$ cat src/rtl/memory_arbiter_pkg.sv
// Shared encodings for the memory arbiter: access types, arbiter states and IO select.
package memory_arbiter_pkg;

  typedef enum logic [1:0] {
    ACC_NONE = 2'b00,
    ACC_BYTE = 2'b01,
    ACC_HALF = 2'b10,
    ACC_WORD = 2'b11
  } accessTypeT;

  typedef enum logic [1:0] {
    IDLE   = 2'b00,
    INST   = 2'b01,
    DREAD  = 2'b10,
    DWRITE = 2'b11
  } arbStateT;

  localparam logic [1:0] IO_SEL_VALUE = 2'b11;
  localparam logic [1:0] FETCH_LAST   = 2'd3;

  // Index of the final byte of an access (byte 0, half 1, word 3).
  function automatic logic [1:0] lastIndex(input logic [1:0] accType);
    case (accessTypeT'(accType))
      ACC_BYTE: lastIndex = 2'd0;
      ACC_HALF: lastIndex = 2'd1;
      default:  lastIndex = 2'd3;
    endcase
  endfunction

endpackage

$ cat src/rtl/mem_byte_engine.sv
// Byte sequencer for the memory arbiter: walks addr+0..addr+N-1 over the 8-bit RAM port,
// shifting store bytes out and assembling load bytes that return one cycle after their address.
module mem_byte_engine
  import memory_arbiter_pkg::*;
#(
  parameter int ADDR_WIDTH = 32,
  parameter int IO_SEL_HI  = 17
) (
  input  logic                  clockIn,
  input  logic                  resetIn,
  input  logic                  startEn,
  input  logic                  startRead,
  input  logic [ADDR_WIDTH-1:0] startAddr,
  input  logic [31:0]           startData,
  input  logic [1:0]            startLast,
  input  logic                  abort,
  input  logic                  ioBufferFull,
  input  logic [7:0]            memIn,
  output logic [ADDR_WIDTH-1:0] memAddr,
  output logic [7:0]            memOut,
  output logic                  memWrite,
  output logic                  rdDone,
  output logic                  wrDone,
  output logic [31:0]           rdWord
);

  logic                  active;
  logic                  isRead;
  logic [1:0]            cnt;
  logic [1:0]            lastIdx;
  logic [ADDR_WIDTH-1:0] baseAddr;
  logic [31:0]           wrData;
  logic                  capValid;
  logic [1:0]            capIdx;
  logic [31:0]           asmWord;
  logic [ADDR_WIDTH-1:0] byteAddr;
  logic                  stall;
  logic                  step;

  // Offset addition wraps naturally at ADDR_WIDTH bits.
  assign byteAddr = baseAddr + ADDR_WIDTH'(cnt);
  assign stall    = active & ~isRead & ioBufferFull & (byteAddr[IO_SEL_HI -: 2] == IO_SEL_VALUE);
  assign step     = active & ~stall;
  assign memAddr  = step ? byteAddr : '0;
  assign memWrite = step & ~isRead;
  assign memOut   = memWrite ? wrData[{cnt, 3'b000} +: 8] : 8'h00;
  assign wrDone   = memWrite & (cnt == lastIdx);
  assign rdDone   = capValid & (capIdx == lastIdx);

  always_comb begin
    rdWord = asmWord;
    if (capValid) rdWord[{capIdx, 3'b000} +: 8] = memIn;
  end

  always_ff @(posedge clockIn or negedge resetIn) begin
    if (!resetIn) begin
      active   <= 1'b0;
      isRead   <= 1'b0;
      cnt      <= 2'd0;
      lastIdx  <= 2'd0;
      baseAddr <= '0;
      wrData   <= 32'h0;
      capValid <= 1'b0;
      capIdx   <= 2'd0;
      asmWord  <= 32'h0;
    end else begin
      capValid <= active & isRead & ~abort;
      capIdx   <= cnt;
      if (capValid) asmWord[{capIdx, 3'b000} +: 8] <= memIn;
      if (abort) begin
        active <= 1'b0;
        cnt    <= 2'd0;
      end else if (startEn) begin
        active   <= 1'b1;
        isRead   <= startRead;
        cnt      <= 2'd0;
        lastIdx  <= startLast;
        baseAddr <= startAddr;
        wrData   <= startData;
        asmWord  <= 32'h0;
      end else if (step) begin
        if (cnt == lastIdx) begin
          active <= 1'b0;
          cnt    <= 2'd0;
        end else begin
          cnt <= cnt + 2'd1;
        end
      end
    end
  end

endmodule

$ cat src/rtl/memory_arbiter.sv
// Arbitrates instruction fetch and data load/store onto one byte-wide RAM port.
// Build option MEMORY_ARBITER_ROUND_ROBIN_EN: after a data completion a waiting fetch goes first.
module memory_arbiter
  import memory_arbiter_pkg::*;
#(
  parameter int ADDR_WIDTH = 32,
  parameter int IO_SEL_HI  = 17
) (
  input  logic                  clockIn,
  input  logic                  resetIn,
  input  logic                  clearIn,
  input  logic                  instReq,
  input  logic [ADDR_WIDTH-1:0] instAddr,
  output logic                  instValid,
  output logic [31:0]           instData,
  input  logic [1:0]            accessType,
  input  logic                  readWriteIn,
  input  logic [ADDR_WIDTH-1:0] dataAddr,
  input  logic [31:0]           dataIn,
  output logic                  dataValid,
  output logic [31:0]           dataOut,
  output logic                  dataWriteSuc,
  input  logic [7:0]            memIn,
  output logic [7:0]            memOut,
  output logic [ADDR_WIDTH-1:0] memAddr,
  output logic                  memWrite,
  input  logic                  ioBufferFull
);

  arbStateT              state;
  logic                  pendValid;
  logic                  pendRead;
  logic [1:0]            pendType;
  logic [ADDR_WIDTH-1:0] pendAddr;
  logic [31:0]           pendData;
  logic                  newReq;
  logic                  effValid;
  logic                  effRead;
  logic [1:0]            effType;
  logic [ADDR_WIDTH-1:0] effAddr;
  logic [31:0]           effData;
  logic                  instWins;
  logic                  grantInst;
  logic                  grantData;
  logic                  startEn;
  logic                  abort;
  logic                  rdDone;
  logic                  wrDone;
  logic [31:0]           rdWord;

  // A request arriving this cycle can be granted at once, so the slot is bypassed.
  assign newReq   = (accessType != ACC_NONE);
  assign effRead  = pendValid ? pendRead : readWriteIn;
  assign effType  = pendValid ? pendType : accessType;
  assign effAddr  = pendValid ? pendAddr : dataAddr;
  assign effData  = pendValid ? pendData : dataIn;
  assign effValid = (pendValid | newReq) & ~(clearIn & effRead);

`ifdef MEMORY_ARBITER_ROUND_ROBIN_EN
  logic lastWasData;
  assign instWins = instReq & (~effValid | lastWasData);

  always_ff @(posedge clockIn or negedge resetIn) begin
    if (!resetIn) lastWasData <= 1'b0;
    else if (startEn) lastWasData <= 1'b0;
    else if ((state == DREAD && rdDone && !clearIn) || (state == DWRITE && wrDone))
      lastWasData <= 1'b1;
  end
`else
  assign instWins = instReq & ~effValid;
`endif

  assign grantInst = (state == IDLE) & instWins;
  assign grantData = (state == IDLE) & effValid & ~instWins;
  assign startEn   = grantInst | grantData;
  assign abort     = clearIn & ((state == INST) | (state == DREAD));

  mem_byte_engine #(
    .ADDR_WIDTH(ADDR_WIDTH),
    .IO_SEL_HI (IO_SEL_HI)
  ) byteEngine (
    .clockIn     (clockIn),
    .resetIn     (resetIn),
    .startEn     (startEn),
    .startRead   (grantInst | effRead),
    .startAddr   (grantInst ? instAddr : effAddr),
    .startData   (effData),
    .startLast   (grantInst ? FETCH_LAST : lastIndex(effType)),
    .abort       (abort),
    .ioBufferFull(ioBufferFull),
    .memIn       (memIn),
    .memAddr     (memAddr),
    .memOut      (memOut),
    .memWrite    (memWrite),
    .rdDone      (rdDone),
    .wrDone      (wrDone),
    .rdWord      (rdWord)
  );

  always_ff @(posedge clockIn or negedge resetIn) begin
    if (!resetIn) begin
      state        <= IDLE;
      instValid    <= 1'b0;
      instData     <= 32'h0;
      dataValid    <= 1'b0;
      dataOut      <= 32'h0;
      dataWriteSuc <= 1'b0;
      pendValid    <= 1'b0;
      pendRead     <= 1'b0;
      pendType     <= 2'b00;
      pendAddr     <= '0;
      pendData     <= 32'h0;
    end else begin
      instValid    <= 1'b0;
      dataValid    <= 1'b0;
      dataWriteSuc <= 1'b0;
      case (state)
        IDLE: begin
          if (grantInst) state <= INST;
          else if (grantData) state <= effRead ? DREAD : DWRITE;
        end
        INST: begin
          if (clearIn) state <= IDLE;
          else if (rdDone) begin
            instValid <= 1'b1;
            instData  <= rdWord;
            state     <= IDLE;
          end
        end
        DREAD: begin
          if (clearIn) state <= IDLE;
          else if (rdDone) begin
            dataValid <= 1'b1;
            dataOut   <= rdWord;
            state     <= IDLE;
          end
        end
        DWRITE: begin
          if (wrDone) begin
            dataWriteSuc <= 1'b1;
            state        <= IDLE;
          end
        end
        default: state <= IDLE;
      endcase
      // Writes survive a flush; reads waiting in the slot are dropped.
      if (grantData) pendValid <= 1'b0;
      else if (newReq) begin
        pendValid <= ~(clearIn & readWriteIn);
        pendRead  <= readWriteIn;
        pendType  <= accessType;
        pendAddr  <= dataAddr;
        pendData  <= dataIn;
      end else if (clearIn & pendRead) pendValid <= 1'b0;
    end
  end

endmodule
$ cat config.mk
export PLATFORM = sky130hd
export DESIGN_NAME = memory_arbiter
export DESIGN_NICKNAME = d
export VERILOG_FILES = /design/src/rtl/memory_arbiter_pkg.sv /design/src/rtl/mem_byte_engine.sv /design/src/rtl/memory_arbiter.sv
export SDC_FILE = /design/constraint.sdc
export NUM_CORES = 1
export LEC_CHECK = 0
export CORE_ASPECT_RATIO = 1.75
export CORE_UTILIZATION = 30
export DETAILED_ROUTE_END_ITERATION = 10
export GPL_TIMING_DRIVEN = 0
export PLACE_DENSITY = 0.61
export REMOVE_ABC_BUFFERS = 1
export SKIP_CTS_REPAIR_TIMING = 1
export SLEW_MARGIN = 20
export SYNTH_ARGS = -nofsm -noshare
export SYNTH_HDL_FRONTEND = slang
export SYNTH_SLANG_ARGS = --single-unit
$ cat constraint.sdc
create_clock -name clockIn -period 8 [get_ports clockIn]
set_input_delay 2.4 -clock clockIn [delete_from_list [all_inputs] [get_ports clockIn]]
set_output_delay 2.4 -clock clockIn [all_outputs]
set_load 0.02 [all_outputs]
# Yosys cells after proc, flatten, opt, wreduce, memory -nomap -nowiden
# Index checks and enable logic that the tools add are counted.
# classes
multipliers	0
bitwise_logic	31
n_reduce_logical	12
n_eq_ne	11
n_lt_le_gt_ge	0
n_mux	37
div	0
n_addsub	3
shift	3
# ops
operator	count
32-bit 2-to-1 mux	7
32-bit by 2-bit adder with 32-bit output	1
32-bit bitwise mux	1
8-bit by 7-bit variable shift with 32-bit output, first input constant	1
32-bit by 6-bit indexed part select with 8-bit output	1
8-bit by 7-bit indexed part select with 32-bit output	1
2-bit 2-to-1 mux	11
1-bit bitwise AND	18
1-bit 2-to-1 mux	15
1-bit inverter	9
3-bit AND reduction	3
3-bit nonzero test	3
2-bit equality test, second input constant	4
8-bit 2-to-1 mux	1
5-bit negator with 7-bit output	1
2-bit one-hot mux with 3 select lines	1
2-bit AND reduction	3
2-bit by 1-bit equality test with 1-bit output, second input constant	2
2-bit equality test	2
1-bit bitwise OR	4
2-bit one-hot mux with 2 select lines	1
3-bit by 1-bit != test with 1-bit output, second input constant	1
3-bit != test, second input constant	1
2-bit by 1-bit adder with 2-bit output, second input constant	1
other kinds (4)	4
# word_totals
n_memories	0
latch_bits	0
mem_bits_rw	0
word_cells	117
input_bits	112
mem_bits_ro	0
register_bits	242
out_inout_bits	108

# Longest topological paths before layout
# Gate-level depths: netlist (run 1).
# logic_depth
ltp_word	11
ltp_mapped	10
ltp_nobuf	8

# Hierarchy
# Synthesis (run 1) repeated with hierarchy kept, for this count alone.
# unflattened
cells_unflattened	925
area_unflattened_um2	11986.5
# modules_own_cells
module	seq_area_each_um2	instances	area_per_inst_um2	cells_per_inst
memory_arbiter	3428.3	1	6586.3	476
mem_byte_engine	2627.5	1	5400.2	449

# Least setup slack after synthesis (run 1)
# Ideal clock, no wire load.
# synth_timing
kind	input port to output port
startpoint	in ioBufferFull
endpoint	out memOut[0]
slack_ps	2239
path_buffers	1
stages	5
arrival_ps	3361
t_required_ps	5600
cell_sequence	inv_1 a211o_1 o21ai_2 buf_4 nor3b_1
# synth_via
elab_chain_len	6
# synth_rtl
element	line_no	rtl
start, declared	memory_arbiter.sv:27	input logic ioBufferFull
1-bit bitwise AND (2 in a row)	mem_byte_engine.sv:42	assign stall = active & ~isRead & ioBufferFull & (byteAddr[IO_SEL_HI -: 2] == IO_SEL_VALUE);
1-bit inverter	mem_byte_engine.sv:43	assign step = active & ~stall;
1-bit bitwise AND	mem_byte_engine.sv:43	
1-bit bitwise AND	mem_byte_engine.sv:45	assign memWrite = step & ~isRead;
8-bit 2-to-1 mux	mem_byte_engine.sv:46	assign memOut = memWrite ? wrData[{cnt, 3'b000} +: 8] : 8'h00;
end, declared	memory_arbiter.sv:24	output logic [7:0] memOut,
# Every way passes these cells.

# Worst setup path after layout (run 1)
# layout_timing
startpoint	reg byteEngine.cnt[0]
endpoint	out memAddr[3]
# layout_via
elab_chain_len	6
# layout_rtl
element	line_no	rtl
start, declared	mem_byte_engine.sv:29	logic [1:0] cnt;
start signal, assigned	mem_byte_engine.sv:86	cnt <= cnt + 2'd1;
32-bit by 2-bit adder with 32-bit output *	mem_byte_engine.sv:41	assign byteAddr = baseAddr + ADDR_WIDTH'(cnt);
2-bit equality test	mem_byte_engine.sv:42	
1-bit bitwise AND	mem_byte_engine.sv:42	
1-bit inverter	mem_byte_engine.sv:43	
1-bit bitwise AND	mem_byte_engine.sv:43	
32-bit 2-to-1 mux *	mem_byte_engine.sv:44	assign memAddr = step ? byteAddr : '0;
end, declared	memory_arbiter.sv:25	output logic [ADDR_WIDTH-1:0] memAddr,
# Mark *: on every way between the ends. The rest lies on a longest branch, timed or not.

==> impl_table.tex, run 1 <==
\begin{tabular}{lr}
\hline
Metric & Value \\
\hline
\multicolumn{2}{l}{\textbf{Run status}} \\
Result of the run & complete, no violations \\
\multicolumn{2}{l}{\textbf{STA}} \\
Number of max-slew violations in the final report & 0 \\
Fin Clk Skew & about 0.019 ns \\
Final setup violation count & 0 \\
Time the final worst path needs with I/O delays and setup & a little over 7 ns \\
Share of the cycle needed by the critical path after routing & about nine tenths \\
Highest achievable clock rate & $\sim$140 MHz \\
Final count of hold timing violations & 0 \\
Worst-margin pin slew & slightly below 0.9 ns \\
Setup repair after global routing missed its margin & no \\
Summed negative setup slack over all endpoints & 0 ns \\
Rel. slew slack & 40.9\% \\
\multicolumn{2}{l}{\textbf{Detailed routing}} \\
\# DRC & 0 \\
Antenna Violating Nets Remaining & 0 \\
Detailed Routing Iterations Pass 1 & 5 \\
Via-to-Cell Ratio & 4.80 \\
Overall routed net length & around 29000 um \\
Routed length per placed instance & 16.8 um \\
Count of routing violations after the opening detailed-route iteration & 291 \\
Via Count & between 8000 and 9000 \\
\multicolumn{2}{l}{\textbf{Floorplanning}} \\
Horizontal die dimension & around 150 um \\
Area of the core region & about 36000 sq um \\
Count of pins on the block boundary & 220 \\
Chip Height & around 260 um \\
Number of placement rows & 92 \\
Effective utilization at floorplan & a little under a third \\
Die area & 37800 sq um \\
\multicolumn{2}{l}{\textbf{Worst setup path}} \\
Launching element type of the critical path & flop \\
Worst setup path category & flop to output pin \\
Setup crit start & byteEngine.cnt[0] \\
Req. time, crit path & roughly 5.6 ns \\
Endpoint class of the critical path & output pin \\
Worst-path maximum fanout & 30 \\
FF-to-FF path depth & 7 \\
Worst setup slack for register-to-register paths & about 4.4 ns \\
Critical path destination & memAddr[3] \\
CP arrival & $\sim$4.7 ns \\
Endpoint of the lowest-slack register-to-register path & byteEngine.cnt[0] \\
FF-to-FF Start & byteEngine.cnt[0] \\
\multicolumn{2}{l}{\textbf{Pwr}} \\
Power Dens Cells & about 340 nW/um\^{}2 \\
Post-route total power & just over 0.005 W \\
Worst IR drop on VDD & 0.210 mV \\
Lkg Pwr & 6.32 nW \\
\multicolumn{2}{l}{\textbf{Clock network}} \\
TritonCTS Buffers & 25 \\
Clock insertion delay at the later pin of the skew report & around 0.54 ns \\
CTS root buf & clkbuf\_16 \\
Bufs on Longest Clock Path & 3 \\
Htree depth & 1 \\
Clock sink count & between 200 and 250 \\
Clock-pin slew on the worst setup and hold paths & about 0.07 ns \\
Clock tree from TritonCTS & done \\
\multicolumn{2}{l}{\textbf{Cells and area}} \\
Share of layout cells above drive strength 1 & between 10 and 15\% \\
Number of standard cells in the final layout excluding fillers & between 1500 and 2000 \\
Area growth, synth to finish & 34.5\% \\
Commonest non-fill, non-tap cells in the layout & 241 x dfrtp\_1, 218 x clkdlybuf4s50\_1, 159 x nand2\_1 \\
Finished layout cell area & 14900 sq um \\
Number of nets in the layout & approximately 1400 \\
Most common library cell in the layout ignoring fill and taps & dfrtp\_1 \\
\multicolumn{2}{l}{\textbf{GRT}} \\
Number of global-route vias before repair & about 8500 \\
Combined global-route utilization of all metal layers & between 10\% and 20\% \\
Antenna violations before repair & 4 \\
Largest net degree at the start of global routing & just under 100 \\
Overflow left after global routing & 0 \\
First-pass GRT wire length & 46700 um \\
\multicolumn{2}{l}{\textbf{Place}} \\
Total instance count after detailed placement & approximately 1700 \\
I/O Buffers & between 200 and 250 \\
Area post-placement & 14000 sq um \\
Weighted congestion reported at the end of routability-driven placement & about 0.77 \\
Dpl hpwl & around 21000 um \\
\multicolumn{2}{l}{\textbf{Yosys}} \\
Count of yosys warnings during synthesis & 0 \\
Post-synthesis area per instance & around 10 sq um \\
Number of flops mapped to enable cells by yosys & 0 \\
Area share of the leading cell type in the synthesized netlist & a little over half \\
Cell count after synthesis & between 1000 and 1500 \\
Seq cells post-synth & 242 \\
Post-synth cell types & between 40 and 50 \\
Top cells by area in the synthesized netlist & dfrtp\_1 55\%, mux2\_2 6.8\%, o21ai\_0 6.2\% \\
Synth area leader & dfrtp\_1 \\
Syn Std Cell Area & approximately 11000 sq um \\
Sequential share of the synthesized area & 54.6\% \\
Ys flop type & dfrtp\_1 \\
Synth async-reset ratio & 100\% \\
\multicolumn{2}{l}{\textbf{Flow run}} \\
\# Max-Cap Violations & 0 \\
\multicolumn{2}{l}{\textbf{Min path}} \\
Class of the tightest hold or removal check & flop to flop \\
\hline
\end{tabular}
Yosys cell counts, types with 3 or more instances:
cell type and instances:
dfrtp_1 242, nand2_1 162, o21ai_0 138, nor2_1 103, mux2_2 67, mux2i_1 67, clkbuf_1 51, a21oi_1 41
a22oi_1 32, xor2_1 19, nand3_1 16, inv_1 14, ha_1 13, xnor2_1 13, and3_1 9, buf_2 8
mux4_2 8, nor3b_1 8, nor4_1 8, nand4_1 6, nor3_1 6, buf_1 4, or3_1 3
layer usage:
layer	global-route usage (%)	share of wire [%]	vias up
met3	2.40	4.8	41
li1	-	-	4098
met5	0	0	-
met4	6.21	3.1	0
met1	17.3	38	4054
met2	29.6	54	220
cell type report:
| cell class | count | area, sq um |
|---|---|---|
| repair buffers | 234 | 2490 |
| multi-input cells | 744 | 4810 |
| diodes | 4 | 10.0 |
| clock inverters | 10 | 189 |
| clock buffers | 34 | 709 |
| flip-flops and latches | 242 | 6060 |
| fillers | 3565 | 21400 |
| well taps | 470 | 588 |
| inverters | 14 | 52.6 |
flip-flops by register name, indices dropped and copies added, names as in the netlist, 2 cells and up:
signal and count:
byteEngine.asmWord 32, byteEngine.baseAddr 32, byteEngine.capIdx 2, byteEngine.cnt 2, byteEngine.lastIdx 2, byteEngine.wrData 32, dataOut 32, instData 32
pendAddr 32, pendData 32, pendType 2, state 2
power breakdown:
group | internal, W | switching, W | leakage [nW]
clock network | 0.000782 | 0.000496 | 0.436
registers | 0.00160 | 0.000339 | 3.10
logic | 0.000907 | 0.00100 | 2.78
per-stage QoR:
| step | hold WS (ns) | setup slack (ns) | utilization, % |
|---|---|---|---|
| 6_report | 0.476 | 0.858 | 41.1 |
| 5_1_grt | 0.494 | 0.596 | 41.1 |
| 4_1_cts | 0.483 | 0.723 | 41.1 |
| 3_5_place_dp | 0.467 | 0.926 | 38.6 |
| 3_3_place_gp | 0.462 | -6.08 | 37.5 |
| 2_1_floorplan | 0.439 | 1.78 | - |
worst min-delay path by stage:
stage                     startpoint  slack, ns  cells after the start                     to
3_5_place_dp             pendType[1]       0.47                      2            pendType[1]
4_1_cts        byteEngine.wrData[16]       0.48                      2  byteEngine.wrData[16]
3_3_place_gp   byteEngine.wrData[31]       0.46                      2  byteEngine.wrData[31]
6_report                instData[20]       0.48                      2           instData[20]
5_1_grt                  dataOut[21]       0.49                      2            dataOut[21]
2_1_floorplan            pendType[0]       0.44                      2            pendType[0]
critical path: stages, from the launching register on:
cell and delay [ns]:
dfrtp_1 0.92, ha_1 0.35, a21oi_1 0.14, or4_4 0.58, or3_1 0.40, a211o_1 0.41, o21ai_4 0.48, buf_16 0.25
nor2_1 0.07, clkdlybuf4s50_1 0.60
cells by family after synthesis:
family                   count (synthesis)  share of synthesized area, %
AND/OR/NAND/NOR                        329                          12.6
adder cells (fa/ha/maj)                 14                          1.65
AO/OA/AOI/OAI                          227                          11.4
multiplexers                           142                          14.5
XOR/XNOR                                32                          2.53
buffers and inverters                   78                          2.77
flip-flops                             242                          54.6
No activity file was read; power rests on OpenSTA's default activity.
==> inputs of run 2 (changes only) <==
SETUP_SLACK_MARGIN = 0.2   (was not set)
==> results of run 2 <==
Same layout as run 1: the final DEF is identical, and so are final timing and power.
==> inputs of run 3 (changes only) <==
MAX_ROUTING_LAYER = met4   (was not set)
SKIP_CTS_REPAIR_TIMING = not set   (was 1)
==> run 3 against run 2 <==
Effect of this change: clock-buffer cell count did not move; sequential power about the same; global-route usage rose by 0.46 points; sequential share of layout area barely moved; utilization about the same; flip-flop and latch count stayed put; non-clock buffer count unchanged; critical path depth stayed put.
==> impl_table.tex, run 3 (same netlist as run 1, synthesis figures left out) <==
\begin{tabular}{lr}
\hline
Metric & Value \\
\hline
\multicolumn{2}{l}{\textbf{Run status}} \\
Result of the run & complete, no violations \\
\multicolumn{2}{l}{\textbf{GRT}} \\
Number of global-route vias before repair & 8536 (+0.31\%) \\
Combined global-route utilization of all metal layers & 16.2\% (+0.46 points) \\
First-pass GRT wire length & 46600 um (-0.10\%) \\
Antenna violations before repair & 2 (-2) \\
Largest net degree at the start of global routing & 99 (unchanged) \\
Overflow left after global routing & 0 (unchanged) \\
\multicolumn{2}{l}{\textbf{Cells and area}} \\
Total of fill cells in the finished design & 3564 (-0.028\%) \\
Number of nets in the layout & 1387 (unchanged) \\
Commonest non-fill, non-tap cells in the layout & 241 x dfrtp\_1, 218 x clkdlybuf4s50\_1, 159 x nand2\_1 \\
Share of layout cells above drive strength 1 & 11.6\% (unchanged) \\
Most common library cell in the layout ignoring fill and taps & dfrtp\_1 \\
Area occupied by multi-input gates & 4810 sq um (unchanged) \\
Flip-flop and latch area & 6060 sq um (unchanged) \\
Area growth, synth to finish & 34.4\% (about the same) \\
\multicolumn{2}{l}{\textbf{Worst setup path}} \\
CP arrival & 4.73 ns (about the same) \\
Worst setup path category & flop to output pin \\
FF-to-FF path depth & 7 (unchanged) \\
Req. time, crit path & 5.60 ns (about the same) \\
Worst-path maximum fanout & 30 (unchanged) \\
Endpoint class of the critical path & output pin \\
Launching element type of the critical path & flop \\
\multicolumn{2}{l}{\textbf{Detailed routing}} \\
\# DRC & 0 (unchanged) \\
Detailed Routing Iterations Pass 1 & 5 (unchanged) \\
Count of routing violations after the opening detailed-route iteration & 317 (+8.9\%) \\
Routed length per placed instance & 16.8 um (about the same) \\
Overall routed net length & 29300 um (-0.14\%) \\
Via-to-Cell Ratio & 4.81 (+0.11\%) \\
Via Count & 8413 (unchanged) \\
Antenna Violating Nets Remaining & 0 (unchanged) \\
\multicolumn{2}{l}{\textbf{Floorplanning}} \\
Effective utilization at floorplan & 30.6\% (unchanged) \\
Area of the core region & 36300 sq um (unchanged) \\
Count of pins on the block boundary & 220 (unchanged) \\
Horizontal die dimension & 147 um (unchanged) \\
Chip Height & 256 um (unchanged) \\
Die area & 37800 sq um (unchanged) \\
Number of placement rows & 92 (unchanged) \\
\multicolumn{2}{l}{\textbf{Clock network}} \\
Clock insertion delay at the later pin of the skew report & 0.54 ns (about the same) \\
Bufs on Longest Clock Path & 3 (unchanged) \\
TritonCTS Buffers & 25 (unchanged) \\
Clock tree from TritonCTS & done \\
Clock-pin slew on the worst setup and hold paths & 0.07 ns (about the same) \\
Clock sink count & 242 (unchanged) \\
CTS root buf & clkbuf\_16 \\
Post-cts sizing count & 0 \\
Setup repair bufs after CTS & 0 \\
Htree depth & 1 (unchanged) \\
Count of hold-fix buffers inserted at cts & 0 \\
\multicolumn{2}{l}{\textbf{Place}} \\
I/O Buffers & 219 (unchanged) \\
Dpl hpwl & 21100 um (unchanged) \\
Weighted congestion reported at the end of routability-driven placement & 0.778 (+1.3\%) \\
Setup Slack @ Placement & 0.926 ns (unchanged) \\
\multicolumn{2}{l}{\textbf{Flow run}} \\
\# Max-Cap Violations & 0 (unchanged) \\
\multicolumn{2}{l}{\textbf{Pwr}} \\
P\_sw & 0.00184 W (about the same) \\
Post-route total power & 0.00512 W (about the same) \\
Fraction of power spent switching nets & 35.8\% (about the same) \\
Combinational cell fraction of total power & 37.2\% (about the same) \\
Part of the total power dissipated in the clock network & 25.0\% (about the same) \\
Worst IR drop on VDD & 0.210 mV (about the same) \\
Lkg Pwr & 6.32 nW (about the same) \\
Internal & 0.00329 W (about the same) \\
Fraction of power consumed by sequential logic & 37.9\% (about the same) \\
Power Dens Cells & 344 nW/um\^{}2 (about the same) \\
\multicolumn{2}{l}{\textbf{STA}} \\
Number of max-slew violations in the final report & 0 (unchanged) \\
Highest achievable clock rate & 140 MHz (+0.19\%) \\
Share of the cycle needed by the critical path after routing & 89.1\% (-0.17 points) \\
Fin Clk Skew & 0.0125 ns (-0.00612 ns) \\
Time the final worst path needs with I/O delays and setup & 7.13 ns (-0.0135 ns) \\
Worst Slack Setup Final & 0.872 ns (+0.0135 ns) \\
Setup repair after global routing missed its margin & no \\
Rel. slew slack & 41.7\% (+0.79 points) \\
Worst-margin pin slew & 0.874 ns (-0.0119 ns) \\
Final count of hold timing violations & 0 (unchanged) \\
Final setup violation count & 0 (unchanged) \\
\multicolumn{2}{l}{\textbf{Min path}} \\
Number of cells on the worst hold path & 2 (unchanged) \\
Class of the tightest hold or removal check & flop to flop \\
\hline
\end{tabular}
## run 3: changes by cell type in the layout (fill, tap and decap cells not counted)
cell and delta:
diode_2 -2
## run 3: cell type report
| type | count | share of cell area [%] |
|---|---|---|
| inverters | 14 | 0.353 |
| clock inverters | 10 | 1.27 |
| repair buffers | 234 | 16.7 |
| multi-input cells | 744 | 32.3 |
| flip-flops and latches | 242 | 40.7 |
| clock buffers | 34 | 4.76 |
| diodes | 2 | 0.0336 |
| well taps | 470 | 3.95 |
## run 3: critical path, stage by stage (launching register included)
cell,delay [ns]
dfrtp_1,0.91
ha_1,0.35
a21oi_1,0.14
or4_4,0.58
or3_1,0.40
a211o_1,0.41
o21ai_4,0.48
buf_16,0.25
nor2_1,0.06
clkdlybuf4s50_1,0.60
## run 3: per-stage QoR
step	std cells	area, sq um	hold slack [ns]	utilization (%)	TNS, ns
2_1_floorplan	1000	10800	0.439	-	0
3_3_place_gp	1689	13600	0.462	37.5	-1465.57
3_5_place_dp	1704	14000	0.467	38.6	0
4_1_cts	1748	14900	0.483	41.1	0
5_1_grt	1750	14900	0.494	41.1	0
6_report	1750	14900	0.476	41.1	0
## run 3: worst paths after layout
kind / from / to / slack (ns)
min reg2reg: instData[20] / instData[20] / 0.48
min in group asynchronous: resetIn / instValid / 1.82
min: instData[20] / instData[20] / 0.48
max reg2reg: byteEngine.cnt[0] / byteEngine.cnt[0] / 4.45
max: byteEngine.cnt[0] / memAddr[4] / 0.87
max in group asynchronous: resetIn / pendData[11] / 5.27
## run 3: routing by layer
metal	global-route usage (%)	share of wire [%]	vias to the layer above
li1	-	-	4092
met4	5.90	3.0	0
met3	2.31	4.8	46
met5	-	0	-
met2	29.8	55	229
met1	17.3	38	4046
## run 3: power by group through the flow
stage               Combinational [W]  Sequential (W)  Clock, W
floorplan                     0.00123         0.00190         0
global placement              0.00184         0.00199         0
detailed placement            0.00194         0.00197         0
CTS                           0.00194         0.00194   0.00132
global route                  0.00210         0.00200   0.00136
finish                        0.00190         0.00194   0.00128
